**src/rtl/seqmul_pkg.sv**
```systemverilog
// Shared types and sizing helpers for the sequential shift-add multiplier.
package seqmul_pkg;

  typedef enum logic [1:0] {
    MUL    = 2'b00,
    MULH   = 2'b01,
    MULHSU = 2'b10,
    MULHU  = 2'b11
  } mul_op_t;

  typedef logic [1:0] mul_state_t;
  localparam mul_state_t IDLE = 2'd0;
  localparam mul_state_t RUN  = 2'd1;
  localparam mul_state_t DONE = 2'd2;

  localparam int MUL_WIDTH = 32;
  localparam int MUL_CNT_W = $clog2(MUL_WIDTH);

  function automatic int mul_cnt_w(input int w);
    return $clog2(w);
  endfunction

endpackage

```
**src/rtl/seqmul_if.sv**
```systemverilog
// Request/response bundle between the execute stage and the multiplier.
interface seqmul_if #(parameter int WIDTH = 32);
  import seqmul_pkg::*;

  // start is taken only in a cycle where busy=0; otherwise it is dropped.
  // done pulses for one cycle and result/flag are valid in that cycle,
  // then held until the next accepted start.
  logic             start;
  mul_op_t          op;
  logic [WIDTH-1:0] multiplicand;
  logic [WIDTH-1:0] multiplier;
  logic             flush;
  logic             busy;
  logic             done;
  logic [WIDTH-1:0] result;
  logic [1:0]       flag;
  mul_state_t       dbg_state;

  modport master (
    output start, op, multiplicand, multiplier, flush,
    input  busy, done, result, flag, dbg_state
  );

  modport slave (
    input  start, op, multiplicand, multiplier, flush,
    output busy, done, result, flag, dbg_state
  );
endinterface

```
**src/rtl/seqmul.sv**
```systemverilog
// Radix-2 shift-add multiplier: WIDTH iterations on magnitudes, sign fixed
// up on the final iteration, result word selected by op.
module seqmul
  import seqmul_pkg::*;
#(
  parameter int WIDTH = 32
) (
  input logic      clk,
  input logic      rst,
  seqmul_if.slave  bus
);

  localparam int CNT_W = mul_cnt_w(WIDTH);

  mul_state_t       state;
  mul_op_t          op_q;
  logic             neg_q;
  logic [WIDTH:0]   mcand_q;
  logic [WIDTH:0]   acc_hi;
  logic [WIDTH-1:0] acc_lo;
  logic [CNT_W-1:0] count;
  logic [WIDTH-1:0] result_q;
  logic [1:0]       flag_q;

  function automatic logic a_signed(input mul_op_t o);
    return o != MULHU;
  endfunction

  function automatic logic b_signed(input mul_op_t o);
    return (o == MUL) || (o == MULH);
  endfunction

  // Extra bit keeps the most-negative operand representable as a magnitude.
  function automatic logic [WIDTH:0] magnitude(input logic [WIDTH-1:0] v, input logic sgn);
    return {1'b0, (sgn && v[WIDTH-1]) ? (~v + 1'b1) : v};
  endfunction

  logic [WIDTH:0]     a_mag;
  logic [WIDTH:0]     b_mag;
  logic               start_neg;
  logic [WIDTH:0]     sum;
  logic [WIDTH:0]     hi_nxt;
  logic [WIDTH-1:0]   lo_nxt;
  logic [2*WIDTH-1:0] prod_mag;
  logic [2*WIDTH-1:0] product;
  logic [WIDTH:0]     prod_top;
  logic [WIDTH-1:0]   res_sel;
  logic               ovf;

  always_comb begin
    a_mag     = magnitude(bus.multiplicand, a_signed(bus.op));
    b_mag     = magnitude(bus.multiplier, b_signed(bus.op));
    start_neg = (a_signed(bus.op) & bus.multiplicand[WIDTH-1])
              ^ (b_signed(bus.op) & bus.multiplier[WIDTH-1]);

    sum      = acc_hi + (acc_lo[0] ? mcand_q : '0);
    hi_nxt   = {1'b0, sum[WIDTH:1]};
    lo_nxt   = {sum[0], acc_lo[WIDTH-1:1]};
    prod_mag = {hi_nxt[WIDTH-1:0], lo_nxt};
    product  = neg_q ? (~prod_mag + 1'b1) : prod_mag;

    // MUL overflows when the upper half is not a sign extension of the low word.
    prod_top = product[2*WIDTH-1:WIDTH-1];
    ovf      = !((&prod_top) || (~|prod_top));
    res_sel  = (op_q == MUL) ? product[WIDTH-1:0] : product[2*WIDTH-1:WIDTH];
  end

  always_ff @(posedge clk) begin
    if (rst) begin
      state    <= IDLE;
      op_q     <= MUL;
      neg_q    <= 1'b0;
      mcand_q  <= '0;
      acc_hi   <= '0;
      acc_lo   <= '0;
      count    <= '0;
      result_q <= '0;
      flag_q   <= '0;
    end else begin
      case (state)
        IDLE: begin
          if (bus.start) begin
            op_q    <= bus.op;
            neg_q   <= start_neg;
            mcand_q <= a_mag;
            acc_hi  <= '0;
            acc_lo  <= b_mag[WIDTH-1:0];
            count   <= CNT_W'(WIDTH - 1);
            state   <= RUN;
          end
        end
        RUN: begin
          if (bus.flush) begin
            state <= IDLE;
          end else begin
            acc_hi <= hi_nxt;
            acc_lo <= lo_nxt;
            count  <= count - CNT_W'(1);
            if (count == '0) begin
              result_q <= res_sel;
              flag_q   <= {(op_q == MUL) && ovf, res_sel == '0};
              state    <= DONE;
            end
          end
        end
        DONE:    state <= IDLE;
        default: state <= IDLE;
      endcase
    end
  end

  assign bus.busy      = (state != IDLE);
  assign bus.done      = (state == DONE);
  assign bus.result    = result_q;
  assign bus.flag      = flag_q;
  assign bus.dbg_state = state;

endmodule

```
**src/flat_wrapper.sv**
```systemverilog
// flat-port wrapper written by rule: the top's interface ports become plain ports
module seqmul_flat import seqmul_pkg::*;
#(
  parameter int WIDTH = 32
)
  (clk, rst, bus_start, bus_op, bus_multiplicand, bus_multiplier, bus_flush, bus_busy, bus_done, bus_result, bus_flag, bus_dbg_state);
  seqmul_if #(.WIDTH(WIDTH)) bus_i ();
  input logic clk;
  input logic rst;
  input wire logic [$bits(bus_i.start)-1:0] bus_start;
  input wire logic [$bits(bus_i.op)-1:0] bus_op;
  input wire logic [$bits(bus_i.multiplicand)-1:0] bus_multiplicand;
  input wire logic [$bits(bus_i.multiplier)-1:0] bus_multiplier;
  input wire logic [$bits(bus_i.flush)-1:0] bus_flush;
  output wire logic [$bits(bus_i.busy)-1:0] bus_busy;
  output wire logic [$bits(bus_i.done)-1:0] bus_done;
  output wire logic [$bits(bus_i.result)-1:0] bus_result;
  output wire logic [$bits(bus_i.flag)-1:0] bus_flag;
  output wire logic [$bits(bus_i.dbg_state)-1:0] bus_dbg_state;
  assign bus_i.start = bus_start;
  assign bus_i.op = bus_op;
  assign bus_i.multiplicand = bus_multiplicand;
  assign bus_i.multiplier = bus_multiplier;
  assign bus_i.flush = bus_flush;
  assign bus_busy = bus_i.busy;
  assign bus_done = bus_i.done;
  assign bus_result = bus_i.result;
  assign bus_flag = bus_i.flag;
  assign bus_dbg_state = bus_i.dbg_state;
  seqmul #(.WIDTH(WIDTH)) u_core (.clk(clk), .rst(rst), .bus(bus_i));
endmodule
```
**config.mk**
```make
export PLATFORM = sky130hd
export DESIGN_NAME = seqmul_flat
export DESIGN_NICKNAME = d
export VERILOG_FILES = /design/src/rtl/seqmul_pkg.sv /design/src/rtl/seqmul_if.sv /design/src/rtl/seqmul.sv /design/src/flat_wrapper.sv
export SDC_FILE = /design/constraint.sdc
export NUM_CORES = 1
export LEC_CHECK = 0
export ABC_CLOCK_PERIOD_IN_PS = 4750
export CAP_MARGIN = 10
export CORE_MARGIN = 3
export CORE_UTILIZATION = 53
export CTS_CLUSTER_SIZE = 14
export DETAILED_ROUTE_END_ITERATION = 8
export GPL_TIMING_DRIVEN = 0
export PLACE_DENSITY_LB_ADDON = 0.2
export SYNTH_ARGS = -nofsm -noshare
export SYNTH_HDL_FRONTEND = slang
export SYNTH_SLANG_ARGS = --single-unit
```
**constraint.sdc**
```tcl
create_clock -name clk -period 4.75 [get_ports clk]
set_clock_uncertainty 0.2 [all_clocks]
set_input_delay 0.475 -clock clk [delete_from_list [all_inputs] [get_ports clk]]
set_output_delay 0.475 -clock clk [all_outputs]
set_load 0.005 [all_outputs]
```
Yosys cells after proc, flatten, opt, wreduce, memory -nomap -nowiden
Cells that the tools add are included.

Memories kept: 0. Memory bits (read-only): 0. Input bits: 70. Memory bits (writable): 0. Word-level logic and storage cells: 66. Bits in latches: 0. Register bits after elaboration: 141. Output and inout bits: 38.

Magnitude comparators: 0. Reduce and logical (&&, ||, !) cells: 20. $add $sub $neg: 5. Equality and inequality tests: 7. Bitwise gates (word level): 7. Multipliers: 0. Divide/modulo/power cells: 0. Shift operators: 0. Muxes and demuxes: 18.

Operators by type and width (number): $mux 32 (6); $mux 33 (2); $pmux 33 s2 (1); $add 32x1->32 const B (2); $add 64x1->64 const B (1); $mux 64 (1); $not 32->32 (2); $not 64->64 (1); $pmux 32 s2 (1); $add 33x33->33 (1); $reduce_and 33->1 (1); $reduce_or 33->1 (1); $logic_not 32->1 (1); $mux 5 (2); $pmux 5 s2 (1); $logic_not 2->1 (3); $mux 2 (3); $ne 2x2->1 const B (3); $reduce_and 3->1 (2); $logic_not 5->1 (1); $sub 5x1->5 const B (1); $eq 2x1->1 const B (2); $pmux 2 s2 (1); $reduce_and 2->1 (2); 9 further kinds (15).

Longest topological paths before layout
Depth in word-level cells: 10. Gate-level depth with buffers: 18. Mapped depth without buffers: 15.

Worst setup path after synthesis
OpenSTA, ideal clock, no wires.

Path kind: flip-flop to flip-flop. From: register u_core.acc_lo[0]. To: register u_core.flag_q[1], in the netlist u_core.bus.flag[1]. Slack: -0.389 ns. Period minus slack after synthesis: 5.139 ns. Data required time: 4.435 ns. Arrival time: 4.823 ns. Cell stages (with the launch flop): 19. Buffers on the path: 3. Library setup time: 0.115 ns. Cell sequence: dfxtp_1 -> clkbuf_1 -> and2_1 -> ha_1 -> fa_1 -> a211o_1 -> a31o_1 -> xor2_1 -> or2_1 -> or4_1 -> buf_2 -> or4_4 -> buf_6 -> o41ai_4 -> xnor2_1 -> or4_1 -> nor4_1 -> nand4_1 -> and3_1.

Word-level cells in the longest chain between the ends: 10. Elaborated cells on any way between the ends: 11. Classes of those cells: 2 x add/sub; 2 x mux; 1 x bitwise; 6 x reduce/logical.

RTL lines: from (decl) (RTL line seqmul.sv:20) `logic [WIDTH-1:0] acc_lo;`; from (signal assigned) (RTL line seqmul.sv:87) `acc_lo <= b_mag[WIDTH-1:0];`; from (signal assigned) (RTL line seqmul.sv:97) `acc_lo <= lo_nxt;`; $mux 32 (*) (RTL line seqmul.sv:56) `sum = acc_hi + (acc_lo[0] ? mcand_q : '0);`; $add 33x33->33 (*) (RTL line seqmul.sv:56); $not 64->64 (RTL line seqmul.sv:60) `product = neg_q ? (~prod_mag + 1'b1) : prod_mag;`; $add 64x1->64 (RTL line seqmul.sv:60); $mux 64 (*) (RTL line seqmul.sv:60); $reduce_or 33->1 (RTL line seqmul.sv:64) `ovf = !((&prod_top) || (~|prod_top));`; $logic_not 1->1 (RTL line seqmul.sv:64); $logic_or 1x1->1 (*) (RTL line seqmul.sv:64); $logic_not 1->1 (*) (RTL line seqmul.sv:64); $logic_and 1x1->1 (*) (RTL line seqmul.sv:101) `flag_q <= {(op_q == MUL) && ovf, res_sel == '0};`; to (signal assigned) (RTL line seqmul.sv:101); to (decl) (RTL line seqmul.sv:23) `logic [1:0] flag_q;`.

Mark *: on every way between the ends. The rest lies on a longest branch, timed or not. A chain may end at the register's enable or synchronous reset.

Worst setup path in the final report
Same ends and word-level chain as after synthesis.

==> results.yml <==
yosys:
  mappedNetlistNets: 1596
  ys_types: 81
  synth_top_area_share_pct: 25.5
  synth_area_per_cell_um2: 7.37
  synth_edf_count: 0
  yosysWarnings: 0
  post-synth-top-area-cell: "dfxtp_1"
  async_flop_share_pct: 0
  ys_seq_elements: 140
  syn-cell-area_mm2: 0.0110
  syn_inst: 1488
  synth_flop_cell: "dfxtp_1"
  synth-seq-area-share_pct: 25.5
  yosys-top-cells-area: "dfxtp_1 (26%), nor2_1 (7.3%), xor2_1 (6.3%)"
floorplan:
  start_util_pct: 54.1
  ios: 108
  core_mm2: 0.0203
  die_width_um: 150
  num_rows: 52
  chipHeight_um: 150
  dieArea_mm2: 0.0225
drt:
  first_pass_iters: 7
  routed_wl_um: 39400
  viasPerCell: 6.49
  vias: 12563
  drc_errors: 0
  antenna_left: 0
  first_iter_violations: 1492
  routedWlPerCell_um: 20.4
power:
  power_density_mw_per_mm2: 275
  vdd.ir_drop.worst_uv: 214
  leakagePower_nw: 5.14
clocking:
  clock_sinks: 140
  cts_inserted_buffers: 17
  insertion_delay_ps: 440
  cts_root_buffer: "clkbuf_16"
  cts_tree: "yes"
  clockBufferDepth: 2
  htreeDepth: 4
  clk_pin_slew_ps: 60
timing:
  relSlewSlack_pct: 40.4
  setup_ws_ps: -367
  max_freq_mhz: 195
  period_share_pct: 108
  finalHoldViolCount: 0
  tns_ps: -2050
  holdWs_ps: 251
  slew_viol_final: 0
  rsz0062_at_grt: "true"
  finalSetupViolCount: 12
  max_slew.worst_pin.slew_ps: 893
  final.min_clock_period_ps: 5120
cells_and_area:
  final_area_mm2: 0.0140
  regArea_mm2: 0.00281
  syn_to_final_growth_pct: 27.4
  multi_input_area_mm2: 0.00832
  fin_nets: 1761
  antenna_cells: 0
  fin_util_pct: 68.9
  fillers: 1752
  drive_above_1_share_pct: 12.0
critical_path:
  critPathMaxFanout: 8
  cp.arrival_ps: 5250
  rrSetupSlack_ps: -370
  rr_endpoint: "u_core.bus.flag[1]"
  cp-end-kind: "register"
  worst_r2r_path_depth: 17
  rr_startpoint: "u_core.acc_lo[0]"
  crit_required_ps: 4880
  path_class: "register to register"
  start_kind: "register"
min_path:
  min_to: "u_core.bus.result[28]"
  worstHoldStart: "u_core.bus.result[28]"
  min_delay_path_depth: 2
  min-delay-path-class: "register to register"
placed_design:
  dp_hpwl_um: 29500
  port_buffers: 106
  place_congestion: 1.02
  dp_slack_ps: -1060
  post_dp_cell_area_mm2: 0.0124
outcome:
  failed_checks: "setup timing"
  outcome: "complete, but fails checks"
global_routing:
  grt_max_degree: 17
  track_usage_pct: 33.0
  antenna_found_initial: 0
  grt_pass1_vias: 11189
  grt_pass1_wl_um: 59400
  grt_overflow: 0
job:
  drv_cap: 0
==> metrics by stage <==
step | total power (W) | std cells
5_1_grt | 0.00397 | 1935
6_report | 0.00384 | 1935
3_3_place_gp | 0.00224 | 1864
2_1_floorplan | 0.00194 | 1488
3_5_place_dp | 0.00226 | 1864
4_1_cts | 0.00375 | 1914
==> cells by family after synthesis <==
logic type	share of synthesized area, %
compound gates	28.5
xor+xnor	10.5
fa+ha+maj	4.40
buf+inv	4.29
flops	25.5
mux	0.570
simple gates	26.2
==> Yosys cell counts, types with 6 or more instances <==
cell type    n
a21oi_1    127
xnor2_1     52
nand4_1     16
nor4_1      21
o31ai_1     33
or2_2       13
nand3b_1     6
clkbuf_1    76
dfxtp_1    140
nor2_1     213
or3_1       24
o21a_1       7
buf_1       19
and3_1       7
o41ai_1     18
ha_1        37
o21ai_0     82
a311oi_1    21
or4_1       20
nor3_1      31
a22oi_1     31
a211o_1      8
nand3_1     18
inv_1       19
nor2b_1      8
and2_1      43
xor2_1      79
nand2_1    121
o211ai_1    15
a211oi_1    69
a21o_1      12
nand2b_1    12
==> layout by cell type (no fill, tap or decap), types with 15 or more instances in the layout <==
cell type / netlist / final
clkbuf_16: 0 / 17
xnor2_1: 52 / 42
xor2_1: 79 / 74
nand2_1: 121 / 117
nand3_1: 18 / 17
ha_1: 37 / 30
or4_1: 20 / 18
and2_1: 43 / 41
a211oi_1: 69 / 64
clkbuf_1: 76 / 66
clkdlybuf4s50_1: 0 / 106
nand4_1: 16 / 16
buf_4: 1 / 46
o41ai_1: 18 / 16
o31ai_1: 33 / 30
nor2_1: 213 / 212
dfxtp_1: 140 / 139
nor3_1: 31 / 28
or3_1: 24 / 23
a21oi_1: 127 / 123
a22oi_1: 31 / 30
o211ai_1: 15 / 15
o21ai_0: 82 / 70
inv_1: 19 / 19
buf_1: 19 / 19
==> flip-flops by register name (all words and copies together), names as in the netlist, 2 cells and up <==
register / flops
u_core.bus.dbg_state: 2
u_core.acc_lo: 32
u_core.op_q: 2
u_core.bus.flag: 2
u_core.acc_hi: 32
u_core.count: 5
u_core.mcand_q: 32
u_core.bus.result: 32
==> report_power, final <==
group          total (W)  switching (W)  internal [W]
Clock            0.00145       0.000561      0.000893
Combinational    0.00108       0.000657      0.000420
Sequential       0.00131      0.0000699       0.00124
Total            0.00384        0.00129       0.00255
==> worst max path at each step <==
stage,from,end,depth (start not counted),slack [ps]
3_3_place_gp,u_core.acc_lo[0],u_core.bus.flag[1],16,-1060
4_1_cts,u_core.acc_lo[0],u_core.bus.flag[1],17,-330
2_1_floorplan,u_core.acc_lo[0],u_core.bus.flag[1],18,-310
3_5_place_dp,u_core.acc_lo[0],u_core.bus.flag[1],16,-1060
5_1_grt,u_core.acc_lo[0],u_core.bus.flag[1],17,-540
6_report,u_core.acc_lo[0],u_core.bus.flag[1],17,-370
==> critical path: stages (launching register included) <==
cell	delay, ps
dfxtp_4	370
buf_8	120
and2_4	130
ha_4	150
fa_2	350
a211o_4	380
a311o_2	440
a21boi_2	210
xnor2_2	140
or4_4	510
buf_4	200
o41ai_1	500
xor2_1	250
nor4_1	310
nand3_1	190
nor4b_1	260
nand4_1	110
and3_1	180
==> final cells by class <==
| cell class | count | share of cell area (%) |
|---|---|---|
| multi-input combinational | 1227 | 59.5 |
| inverter | 20 | 0.537 |
| clock buffer | 18 | 3.14 |
| sequential | 140 | 20.1 |
| clock inverter | 13 | 1.37 |
| tap | 270 | 2.42 |
| buffer | 92 | 2.64 |
| timing repair buffer | 155 | 10.4 |
==> per-layer routing <==
metal / share of wire [%] / vias to the layer above / wire length (um) / GRT usage, %
li1: - / 5808 / - / -
met1: 42 / 5902 / 16600 / 46.4
met2: 45 / 720 / 17500 / 51.5
met3: 10 / 133 / 3950 / 5.60
met4: 3.4 / 0 / 1330 / 10.7
met5: 0 / - / 0 / 0
==> timing repair <==
action / 4_1_cts / 5_1_grt
resized for setup: 79 / 57
buffers inserted: 26 / 26
hold buffers: 0 / 0
endpoints found under the setup margin: 20 / 15
pin swaps: 31 / 46
Power figures use the tool's default switching activity.
